`src/rtl/axi_arbiter_pkg.sv`:
```
// Shared types for the two-requester AXI4-Lite arbiter.
package axi_arbiter_pkg;

  localparam int DATA_W = 32;
  localparam int STRB_W = DATA_W / 8;
  localparam int PROT_W = 3;

  typedef enum logic [1:0] {
    IDLE = 2'd0,
    ADDR = 2'd1,
    RESP = 2'd2
  } arb_state_t;

  // 0 = s0 (fetch), 1 = s1 (data)
  typedef logic grant_t;

  // Two-way pick: a lone requester always wins; on a tie round-robin
  // favours whoever was not served last, fixed mode favours s1.
  function automatic grant_t pick2(input logic [1:0] req, input grant_t last,
                                   input logic rr_en);
    if (req == 2'b11) return rr_en ? ~last : 1'b1;
    return req[1];
  endfunction

endpackage

```
`src/rtl/axi_arbiter_if.sv`:
```
// AXI4-Lite bundle used on both requester and downstream sides.
interface axi #(
  parameter int ADDR_WIDTH = 32
);
  logic [ADDR_WIDTH-1:0]                  awaddr;
  logic [axi_arbiter_pkg::PROT_W-1:0]     awprot;
  logic                                   awvalid;
  logic                                   awready;
  logic [axi_arbiter_pkg::DATA_W-1:0]     wdata;
  logic [axi_arbiter_pkg::STRB_W-1:0]     wstrb;
  logic                                   wvalid;
  logic                                   wready;
  logic [1:0]                             bresp;
  logic                                   bvalid;
  logic                                   bready;
  logic [ADDR_WIDTH-1:0]                  araddr;
  logic [axi_arbiter_pkg::PROT_W-1:0]     arprot;
  logic                                   arvalid;
  logic                                   arready;
  logic [axi_arbiter_pkg::DATA_W-1:0]     rdata;
  logic [1:0]                             rresp;
  logic                                   rvalid;
  logic                                   rready;

  modport master (
    output awaddr, awprot, awvalid, input awready,
    output wdata, wstrb, wvalid, input wready,
    input bresp, bvalid, output bready,
    output araddr, arprot, arvalid, input arready,
    input rdata, rresp, rvalid, output rready
  );

  modport slave (
    input awaddr, awprot, awvalid, output awready,
    input wdata, wstrb, wvalid, output wready,
    output bresp, bvalid, input bready,
    input araddr, arprot, arvalid, output arready,
    output rdata, rresp, rvalid, input rready
  );
endinterface

```
`src/rtl/axi_arbiter_rr_pick.sv`:
```
// Combinational 2-requester picker, one per channel.
module rr_pick
  import axi_arbiter_pkg::*;
(
  input  logic [1:0] req,
  input  grant_t     last,
  input  logic       rr_en,
  output grant_t     grant
);

  assign grant = pick2(req, last, rr_en);

endmodule

```
`src/rtl/axi_arbiter.sv`:
```
// Shares one AXI4-Lite master port between fetch (s0) and data (s1).
// Read and write channels each own a grant FSM; grant is registered in
// IDLE so the downstream side sees the request one cycle later.
module axi_arbiter
  import axi_arbiter_pkg::*;
#(
  parameter int ROUND_ROBIN = 1,
  parameter int ADDR_WIDTH  = 32
) (
  input  logic clk,
  input  logic resetn,
  axi.slave    s0,
  axi.slave    s1,
  axi.master   m,
  output logic rbusy,
  output logic wbusy
);

  localparam logic RR_EN = (ROUND_ROBIN != 0);

  // ---------------- read channel ----------------
  arb_state_t            rstate;
  grant_t                rgnt, rlast, rpick;
  logic [1:0]            rreq;
  logic                  r_addr, r_resp, ar_fire, r_fire;
  logic [ADDR_WIDTH-1:0] ar_addr_sel;

  assign rreq   = {s1.arvalid, s0.arvalid};
  assign r_addr = (rstate == ADDR);
  assign r_resp = (rstate == RESP);

  rr_pick u_rpick (.req(rreq), .last(rlast), .rr_en(RR_EN), .grant(rpick));

  // read grant FSM; pointer reset to "s1 served last" so s0 wins first tie
  always_ff @(posedge clk or negedge resetn) begin
    if (!resetn) begin
      rstate <= IDLE;
      rgnt   <= 1'b0;
      rlast  <= 1'b1;
    end else begin
      case (rstate)
        IDLE: if (|rreq) begin
          rgnt   <= rpick;
          rstate <= ADDR;
        end
        ADDR: if (ar_fire) rstate <= RESP;
        RESP: if (r_fire) begin
          rstate <= IDLE;
          rlast  <= rgnt;
        end
        default: rstate <= IDLE;
      endcase
    end
  end

  assign ar_addr_sel = rgnt ? s1.araddr : s0.araddr;
  assign m.araddr    = ar_addr_sel;
  assign m.arprot    = rgnt ? s1.arprot : s0.arprot;
  assign m.arvalid   = r_addr & (rgnt ? s1.arvalid : s0.arvalid);
  assign s0.arready  = r_addr & ~rgnt & m.arready;
  assign s1.arready  = r_addr &  rgnt & m.arready;
  assign ar_fire     = m.arvalid & m.arready;

  assign m.rready    = r_resp & (rgnt ? s1.rready : s0.rready);
  assign s0.rvalid   = r_resp & ~rgnt & m.rvalid;
  assign s1.rvalid   = r_resp &  rgnt & m.rvalid;
  assign s0.rdata    = m.rdata;
  assign s1.rdata    = m.rdata;
  assign s0.rresp    = m.rresp;
  assign s1.rresp    = m.rresp;
  assign r_fire      = m.rvalid & m.rready;

  assign rbusy = (rstate != IDLE);

  // ---------------- write channel ----------------
  arb_state_t            wstate;
  grant_t                wgnt, wlast, wpick;
  logic [1:0]            wreq;
  logic                  w_addr, w_resp, aw_fire, w_fire, b_fire;
  logic                  aw_done, w_done;
  logic [ADDR_WIDTH-1:0] aw_addr_sel;

  assign wreq   = {s1.awvalid | s1.wvalid, s0.awvalid | s0.wvalid};
  assign w_addr = (wstate == ADDR);
  assign w_resp = (wstate == RESP);

  rr_pick u_wpick (.req(wreq), .last(wlast), .rr_en(RR_EN), .grant(wpick));

  // write grant FSM; aw and w complete independently via sticky done flags
  always_ff @(posedge clk or negedge resetn) begin
    if (!resetn) begin
      wstate  <= IDLE;
      wgnt    <= 1'b0;
      wlast   <= 1'b1;
      aw_done <= 1'b0;
      w_done  <= 1'b0;
    end else begin
      case (wstate)
        IDLE: if (|wreq) begin
          wgnt   <= wpick;
          wstate <= ADDR;
        end
        ADDR: begin
          if ((aw_done | aw_fire) & (w_done | w_fire)) begin
            wstate  <= RESP;
            aw_done <= 1'b0;
            w_done  <= 1'b0;
          end else begin
            if (aw_fire) aw_done <= 1'b1;
            if (w_fire)  w_done  <= 1'b1;
          end
        end
        RESP: if (b_fire) begin
          wstate <= IDLE;
          wlast  <= wgnt;
        end
        default: wstate <= IDLE;
      endcase
    end
  end

  assign aw_addr_sel = wgnt ? s1.awaddr : s0.awaddr;
  assign m.awaddr    = aw_addr_sel;
  assign m.awprot    = wgnt ? s1.awprot : s0.awprot;
  assign m.awvalid   = w_addr & ~aw_done & (wgnt ? s1.awvalid : s0.awvalid);
  assign s0.awready  = w_addr & ~aw_done & ~wgnt & m.awready;
  assign s1.awready  = w_addr & ~aw_done &  wgnt & m.awready;
  assign aw_fire     = m.awvalid & m.awready;

  assign m.wdata     = wgnt ? s1.wdata : s0.wdata;
  assign m.wstrb     = wgnt ? s1.wstrb : s0.wstrb;
  assign m.wvalid    = w_addr & ~w_done & (wgnt ? s1.wvalid : s0.wvalid);
  assign s0.wready   = w_addr & ~w_done & ~wgnt & m.wready;
  assign s1.wready   = w_addr & ~w_done &  wgnt & m.wready;
  assign w_fire      = m.wvalid & m.wready;

  assign m.bready    = w_resp & (wgnt ? s1.bready : s0.bready);
  assign s0.bvalid   = w_resp & ~wgnt & m.bvalid;
  assign s1.bvalid   = w_resp &  wgnt & m.bvalid;
  assign s0.bresp    = m.bresp;
  assign s1.bresp    = m.bresp;
  assign b_fire      = m.bvalid & m.bready;

  assign wbusy = (wstate != IDLE);

endmodule

```
`src/flat_wrapper.sv`:
```
// flat-port wrapper written by rule: the top's interface ports become plain ports
module axi_arbiter_flat import axi_arbiter_pkg::*;
#(
  parameter int ROUND_ROBIN = 1,
  parameter int ADDR_WIDTH  = 32
)
  (clk, resetn, rbusy, wbusy, s0_awaddr, s0_awprot, s0_awvalid, s0_awready, s0_wdata, s0_wstrb, s0_wvalid, s0_wready, s0_bresp, s0_bvalid, s0_bready, s0_araddr, s0_arprot, s0_arvalid, s0_arready, s0_rdata, s0_rresp, s0_rvalid, s0_rready, s1_awaddr, s1_awprot, s1_awvalid, s1_awready, s1_wdata, s1_wstrb, s1_wvalid, s1_wready, s1_bresp, s1_bvalid, s1_bready, s1_araddr, s1_arprot, s1_arvalid, s1_arready, s1_rdata, s1_rresp, s1_rvalid, s1_rready, m_awaddr, m_awprot, m_awvalid, m_awready, m_wdata, m_wstrb, m_wvalid, m_wready, m_bresp, m_bvalid, m_bready, m_araddr, m_arprot, m_arvalid, m_arready, m_rdata, m_rresp, m_rvalid, m_rready);
  axi #(.ADDR_WIDTH(ADDR_WIDTH)) s0_i ();
  axi #(.ADDR_WIDTH(ADDR_WIDTH)) s1_i ();
  axi #(.ADDR_WIDTH(ADDR_WIDTH)) m_i ();
  input  logic clk;
  input  logic resetn;
  output logic rbusy;
  output logic wbusy;
  input wire logic [$bits(s0_i.awaddr)-1:0] s0_awaddr;
  input wire logic [$bits(s0_i.awprot)-1:0] s0_awprot;
  input wire logic [$bits(s0_i.awvalid)-1:0] s0_awvalid;
  output wire logic [$bits(s0_i.awready)-1:0] s0_awready;
  input wire logic [$bits(s0_i.wdata)-1:0] s0_wdata;
  input wire logic [$bits(s0_i.wstrb)-1:0] s0_wstrb;
  input wire logic [$bits(s0_i.wvalid)-1:0] s0_wvalid;
  output wire logic [$bits(s0_i.wready)-1:0] s0_wready;
  output wire logic [$bits(s0_i.bresp)-1:0] s0_bresp;
  output wire logic [$bits(s0_i.bvalid)-1:0] s0_bvalid;
  input wire logic [$bits(s0_i.bready)-1:0] s0_bready;
  input wire logic [$bits(s0_i.araddr)-1:0] s0_araddr;
  input wire logic [$bits(s0_i.arprot)-1:0] s0_arprot;
  input wire logic [$bits(s0_i.arvalid)-1:0] s0_arvalid;
  output wire logic [$bits(s0_i.arready)-1:0] s0_arready;
  output wire logic [$bits(s0_i.rdata)-1:0] s0_rdata;
  output wire logic [$bits(s0_i.rresp)-1:0] s0_rresp;
  output wire logic [$bits(s0_i.rvalid)-1:0] s0_rvalid;
  input wire logic [$bits(s0_i.rready)-1:0] s0_rready;
  input wire logic [$bits(s1_i.awaddr)-1:0] s1_awaddr;
  input wire logic [$bits(s1_i.awprot)-1:0] s1_awprot;
  input wire logic [$bits(s1_i.awvalid)-1:0] s1_awvalid;
  output wire logic [$bits(s1_i.awready)-1:0] s1_awready;
  input wire logic [$bits(s1_i.wdata)-1:0] s1_wdata;
  input wire logic [$bits(s1_i.wstrb)-1:0] s1_wstrb;
  input wire logic [$bits(s1_i.wvalid)-1:0] s1_wvalid;
  output wire logic [$bits(s1_i.wready)-1:0] s1_wready;
  output wire logic [$bits(s1_i.bresp)-1:0] s1_bresp;
  output wire logic [$bits(s1_i.bvalid)-1:0] s1_bvalid;
  input wire logic [$bits(s1_i.bready)-1:0] s1_bready;
  input wire logic [$bits(s1_i.araddr)-1:0] s1_araddr;
  input wire logic [$bits(s1_i.arprot)-1:0] s1_arprot;
  input wire logic [$bits(s1_i.arvalid)-1:0] s1_arvalid;
  output wire logic [$bits(s1_i.arready)-1:0] s1_arready;
  output wire logic [$bits(s1_i.rdata)-1:0] s1_rdata;
  output wire logic [$bits(s1_i.rresp)-1:0] s1_rresp;
  output wire logic [$bits(s1_i.rvalid)-1:0] s1_rvalid;
  input wire logic [$bits(s1_i.rready)-1:0] s1_rready;
  output wire logic [$bits(m_i.awaddr)-1:0] m_awaddr;
  output wire logic [$bits(m_i.awprot)-1:0] m_awprot;
  output wire logic [$bits(m_i.awvalid)-1:0] m_awvalid;
  input wire logic [$bits(m_i.awready)-1:0] m_awready;
  output wire logic [$bits(m_i.wdata)-1:0] m_wdata;
  output wire logic [$bits(m_i.wstrb)-1:0] m_wstrb;
  output wire logic [$bits(m_i.wvalid)-1:0] m_wvalid;
  input wire logic [$bits(m_i.wready)-1:0] m_wready;
  input wire logic [$bits(m_i.bresp)-1:0] m_bresp;
  input wire logic [$bits(m_i.bvalid)-1:0] m_bvalid;
  output wire logic [$bits(m_i.bready)-1:0] m_bready;
  output wire logic [$bits(m_i.araddr)-1:0] m_araddr;
  output wire logic [$bits(m_i.arprot)-1:0] m_arprot;
  output wire logic [$bits(m_i.arvalid)-1:0] m_arvalid;
  input wire logic [$bits(m_i.arready)-1:0] m_arready;
  input wire logic [$bits(m_i.rdata)-1:0] m_rdata;
  input wire logic [$bits(m_i.rresp)-1:0] m_rresp;
  input wire logic [$bits(m_i.rvalid)-1:0] m_rvalid;
  output wire logic [$bits(m_i.rready)-1:0] m_rready;
  assign s0_i.awaddr = s0_awaddr;
  assign s0_i.awprot = s0_awprot;
  assign s0_i.awvalid = s0_awvalid;
  assign s0_awready = s0_i.awready;
  assign s0_i.wdata = s0_wdata;
  assign s0_i.wstrb = s0_wstrb;
  assign s0_i.wvalid = s0_wvalid;
  assign s0_wready = s0_i.wready;
  assign s0_bresp = s0_i.bresp;
  assign s0_bvalid = s0_i.bvalid;
  assign s0_i.bready = s0_bready;
  assign s0_i.araddr = s0_araddr;
  assign s0_i.arprot = s0_arprot;
  assign s0_i.arvalid = s0_arvalid;
  assign s0_arready = s0_i.arready;
  assign s0_rdata = s0_i.rdata;
  assign s0_rresp = s0_i.rresp;
  assign s0_rvalid = s0_i.rvalid;
  assign s0_i.rready = s0_rready;
  assign s1_i.awaddr = s1_awaddr;
  assign s1_i.awprot = s1_awprot;
  assign s1_i.awvalid = s1_awvalid;
  assign s1_awready = s1_i.awready;
  assign s1_i.wdata = s1_wdata;
  assign s1_i.wstrb = s1_wstrb;
  assign s1_i.wvalid = s1_wvalid;
  assign s1_wready = s1_i.wready;
  assign s1_bresp = s1_i.bresp;
  assign s1_bvalid = s1_i.bvalid;
  assign s1_i.bready = s1_bready;
  assign s1_i.araddr = s1_araddr;
  assign s1_i.arprot = s1_arprot;
  assign s1_i.arvalid = s1_arvalid;
  assign s1_arready = s1_i.arready;
  assign s1_rdata = s1_i.rdata;
  assign s1_rresp = s1_i.rresp;
  assign s1_rvalid = s1_i.rvalid;
  assign s1_i.rready = s1_rready;
  assign m_awaddr = m_i.awaddr;
  assign m_awprot = m_i.awprot;
  assign m_awvalid = m_i.awvalid;
  assign m_i.awready = m_awready;
  assign m_wdata = m_i.wdata;
  assign m_wstrb = m_i.wstrb;
  assign m_wvalid = m_i.wvalid;
  assign m_i.wready = m_wready;
  assign m_i.bresp = m_bresp;
  assign m_i.bvalid = m_bvalid;
  assign m_bready = m_i.bready;
  assign m_araddr = m_i.araddr;
  assign m_arprot = m_i.arprot;
  assign m_arvalid = m_i.arvalid;
  assign m_i.arready = m_arready;
  assign m_i.rdata = m_rdata;
  assign m_i.rresp = m_rresp;
  assign m_i.rvalid = m_rvalid;
  assign m_rready = m_i.rready;
  axi_arbiter #(.ROUND_ROBIN(ROUND_ROBIN), .ADDR_WIDTH(ADDR_WIDTH)) u_core (.clk(clk), .resetn(resetn), .s0(s0_i), .s1(s1_i), .m(m_i), .rbusy(rbusy), .wbusy(wbusy));
endmodule
```
`config.mk`:
```
export PLATFORM = sky130hd
export DESIGN_NAME = axi_arbiter_flat
export DESIGN_NICKNAME = d
export VERILOG_FILES = /design/src/rtl/axi_arbiter_pkg.sv /design/src/rtl/axi_arbiter_if.sv /design/src/rtl/axi_arbiter_rr_pick.sv /design/src/rtl/axi_arbiter.sv /design/src/flat_wrapper.sv
export SDC_FILE = /design/constraint.sdc
export NUM_CORES = 1
export LEC_CHECK = 0
export BUFFER_PORTS_ARGS = -buffer_cell sky130_fd_sc_hd__buf_2
export CORE_AREA = 5 5 174 176
export DETAILED_ROUTE_END_ITERATION = 16
export DIE_AREA = 0 0 179 181
export SETUP_SLACK_MARGIN = 0.5
export SLEW_MARGIN = 5
export SYNTH_ARGS = -nofsm -noshare
export SYNTH_HDL_FRONTEND = slang
export SYNTH_SLANG_ARGS = --single-unit
export TNS_END_PERCENT = 10
```
`constraint.sdc`:
```
create_clock -name clk -period 1.7 [get_ports clk]
set_clock_uncertainty 0.2 [all_clocks]
set_input_delay 0.17 -clock clk [delete_from_list [all_inputs] [get_ports clk]]
set_output_delay 0.17 -clock clk [all_outputs]
set_load 0.02 [all_outputs]
```
==> reports/qor.yml <==
worst_setup_path:
  critPathMaxFanout: 5
  required_ns: 1.33
  cp_top_family: "flip-flops"
  cp-start-kind: "register"
  arrival_ns: 1.51
  cp_slowest_cell: "dfrtp_4"
  crit_top_cell: "buf_4"
  crit_path_end_kind: "output pin"
  cp_cell_sequence: "buf_4, mux2_4, nand2_1, nor2_1, buf_4"
  crit_type: "register to output pin"
  crit_path_max_incr_delay_ns: 0.52
  crit_buf_inv: 2
place:
  hpwl_um: 12000
  place_congestion: 0.750
  placedCellCount: 926
  port_buffers: 351
synth:
  synth_cells: 270
  synth_cell_types: 34
  ys_ff_latch: 10
  ys_seq_area_share_pct: 10.2
  synth_enable_flop_cells: 0
  synth_warnings: 0
  synth-async-reset-ratio_pct: 100
  syn_area_um2: 2470
  synth_fp_nets: 535
  avgSynthCellArea_um2: 9.15
  synth-main-ff-cell: "dfrtp_1"
finish:
  ff_latch_area_um2: 263
  fin_nets: 822
  fin_cells: 944
  layout_commonest_cell: "buf_2"
  multi_input_area_um2: 1700
  drive_gt1_share_pct: 89.9
  fill_cells: 3194
  mostFrequentLayoutCells: "buf_2 (310), mux2_2 (91), buf_4 (26)"
  syn_to_final_growth_pct: 92.4
global_routing:
  antenna_found_initial: 4
  grt_use_total_pct: 7.42
  grt_pass1_wl_um: 18100
  grt_pass1_vias: 3336
  grt_remaining_overflow: 0
  grt_max_degree: 39
floorplanning:
  coreArea_um2: 28500
  dieHeight_um: 181
  num_rows: 62
  die_w_um: 179
  initial_core_util_pct: 8.68
  pin_count: 460
  die-area_um2: 32400
sta:
  fmaxAchievable_mhz: 533
  finalHoldViolCount: 0
  rsz0062_at_grt: "true"
  setup_viol: 110
  tns_ns: -12.30
  whs_ns: 0.0572
  max_slew_margin_pct: 74.9
  maxSlewViolCount: 0
  tightest_slew_ns: 0.367
  worst_slack_ns: -0.176
  timing.final.crit_period_ns: 1.88
  layout_worst_path_cycle_share_pct: 110
run_status:
  status: "finished, violations left"
  violations: "setup timing"
detailed_routing:
  avgViaCountPerCell: 3.28
  dr.pass1.iters: 4
  num_vias: 3098
  drt-initial-drc-count: 43
  drc_errors: 0
  ant_nets: 0
  wl_per_cell_um: 14.6
  detail_route.wirelength_um: 13700
worst_hold_path:
  hp-class: "input pin to register"
power:
  p_leak_nw: 2.44
  peakVddDrop_uv: 637
  finalPower_mw: 5.88
  power_density_nw_per_um2: 1240
clock_tree:
  cts.root.buffer_cell: "clkbuf_16"
  clock_sinks: 10
  cts_buffers: 3
  clk_path_buf_depth: 2
  clk_latency_ns: 0.24
  clkTransAtPathRegs_ns: 0.04
  cts_tree: "yes"
  htreeDepth: 1
flow_run:
  drv_cap: 0
## Yosys cell counts, types with 2 or more instances
cell | instances | area, um2
a31oi_1 | 3 | 18.8
nor2b_1 | 2 | 12.5
nand2b_1 | 2 | 12.5
nor3_1 | 5 | 25.0
dfrtp_1 | 8 | 200
inv_1 | 4 | 15.0
buf_2 | 12 | 60.1
nor2_1 | 18 | 67.6
o31ai_1 | 2 | 15.0
mux2_2 | 107 | 1200
dfstp_2 | 2 | 52.6
a21oi_1 | 3 | 15.0
mux2i_1 | 3 | 30.0
buf_4 | 72 | 541
nand2_1 | 7 | 26.3
clkbuf_1 | 2 | 7.51
## flip-flops by register name (all words and copies together), names as in the netlist
name / count
u_core.rstate: 2
u_core.wstate: 2
u_core.aw_done: 1
u_core.rgnt: 1
u_core.rlast: 1
u_core.w_done: 1
u_core.wgnt: 1
u_core.wlast: 1
## repair_timing
action	4_1_cts	5_1_grt
pin swaps	5	8
hold buffers	2	0
gates cloned	2	1
hold endpoints to repair	11	0
gates resized for setup	61	34
setup buffers	4	1
endpoints found under the setup margin	133	133
## kinds of logic after synthesis
group / after synthesis / share of synthesized area [%]
buf+inv: 91 / 25.7
compound gates: 16 / 5.22
mux: 111 / 50.6
flops: 10 / 10.2
simple gates: 42 / 8.26
## worst paths after layout
| path | startpoint | endpoint | slack (ns) | depth (start not counted) |
|---|---|---|---|---|
| max reg2reg | u_core.wgnt$_DFFE_PN0P_ | u_core.wstate[1]$_DFFE_PN0P_ | -0.08 | 4 |
| min in group asynchronous | resetn | u_core.rstate[1]$_DFFE_PN0P_ | 0.16 | 2 |
| min reg2reg | u_core.rlast$_DFFE_PN1P_ | u_core.rlast$_DFFE_PN1P_ | 0.30 | 2 |
| max | u_core.wgnt$_DFFE_PN0P_ | m_wvalid | -0.18 | 5 |
| min | s1_arvalid | u_core.rgnt$_DFFE_PN0P_ | 0.06 | 3 |
| max in group asynchronous | resetn | u_core.wlast$_DFFE_PN1P_ | 0.85 | 2 |
## area by class of cell
class,count,area share [%]
timing repair buffer,369,46.3
multi-input combinational,169,35.7
tap,384,10.1
sequential,10,5.53
clock buffer,4,1.87
inverter,4,0.316
antenna,4,0.211
## power by group
part / total (mW) / switching [mW] / internal [mW]
Clock: 0.475 / 0.120 / 0.355
Combinational: 4.85 / 2.40 / 2.45
Sequential: 0.560 / 0.192 / 0.368
## stage by stage
step           setup WS (ns)  area (um2)  utilization, %
6_report              -0.176        4750            16.7
3_5_place_dp          0.0608        4230            14.9
5_1_grt               -0.234        4750            16.7
2_1_floorplan          0.150        2530               -
3_3_place_gp          0.0732        4230            14.9
4_1_cts               -0.189        4610            16.2
## worst register-to-register path, stage by stage (launching register included)
cell     delay, ns
dfrtp_4       0.52
buf_4         0.17
mux2_4        0.30
a31o_4        0.24
a32o_1        0.24
## routing by layer
metal	share of wire [%]	global-route usage (%)	wire, um	vias to the layer above
met3	11	2.78	1550	28
met4	4.3	4.05	590	0
met5	0	0	0	-
met2	50	13.8	6840	260
met1	35	6.91	4760	1356
li1	-	-	-	1454
Power figures use the tool's default switching activity.
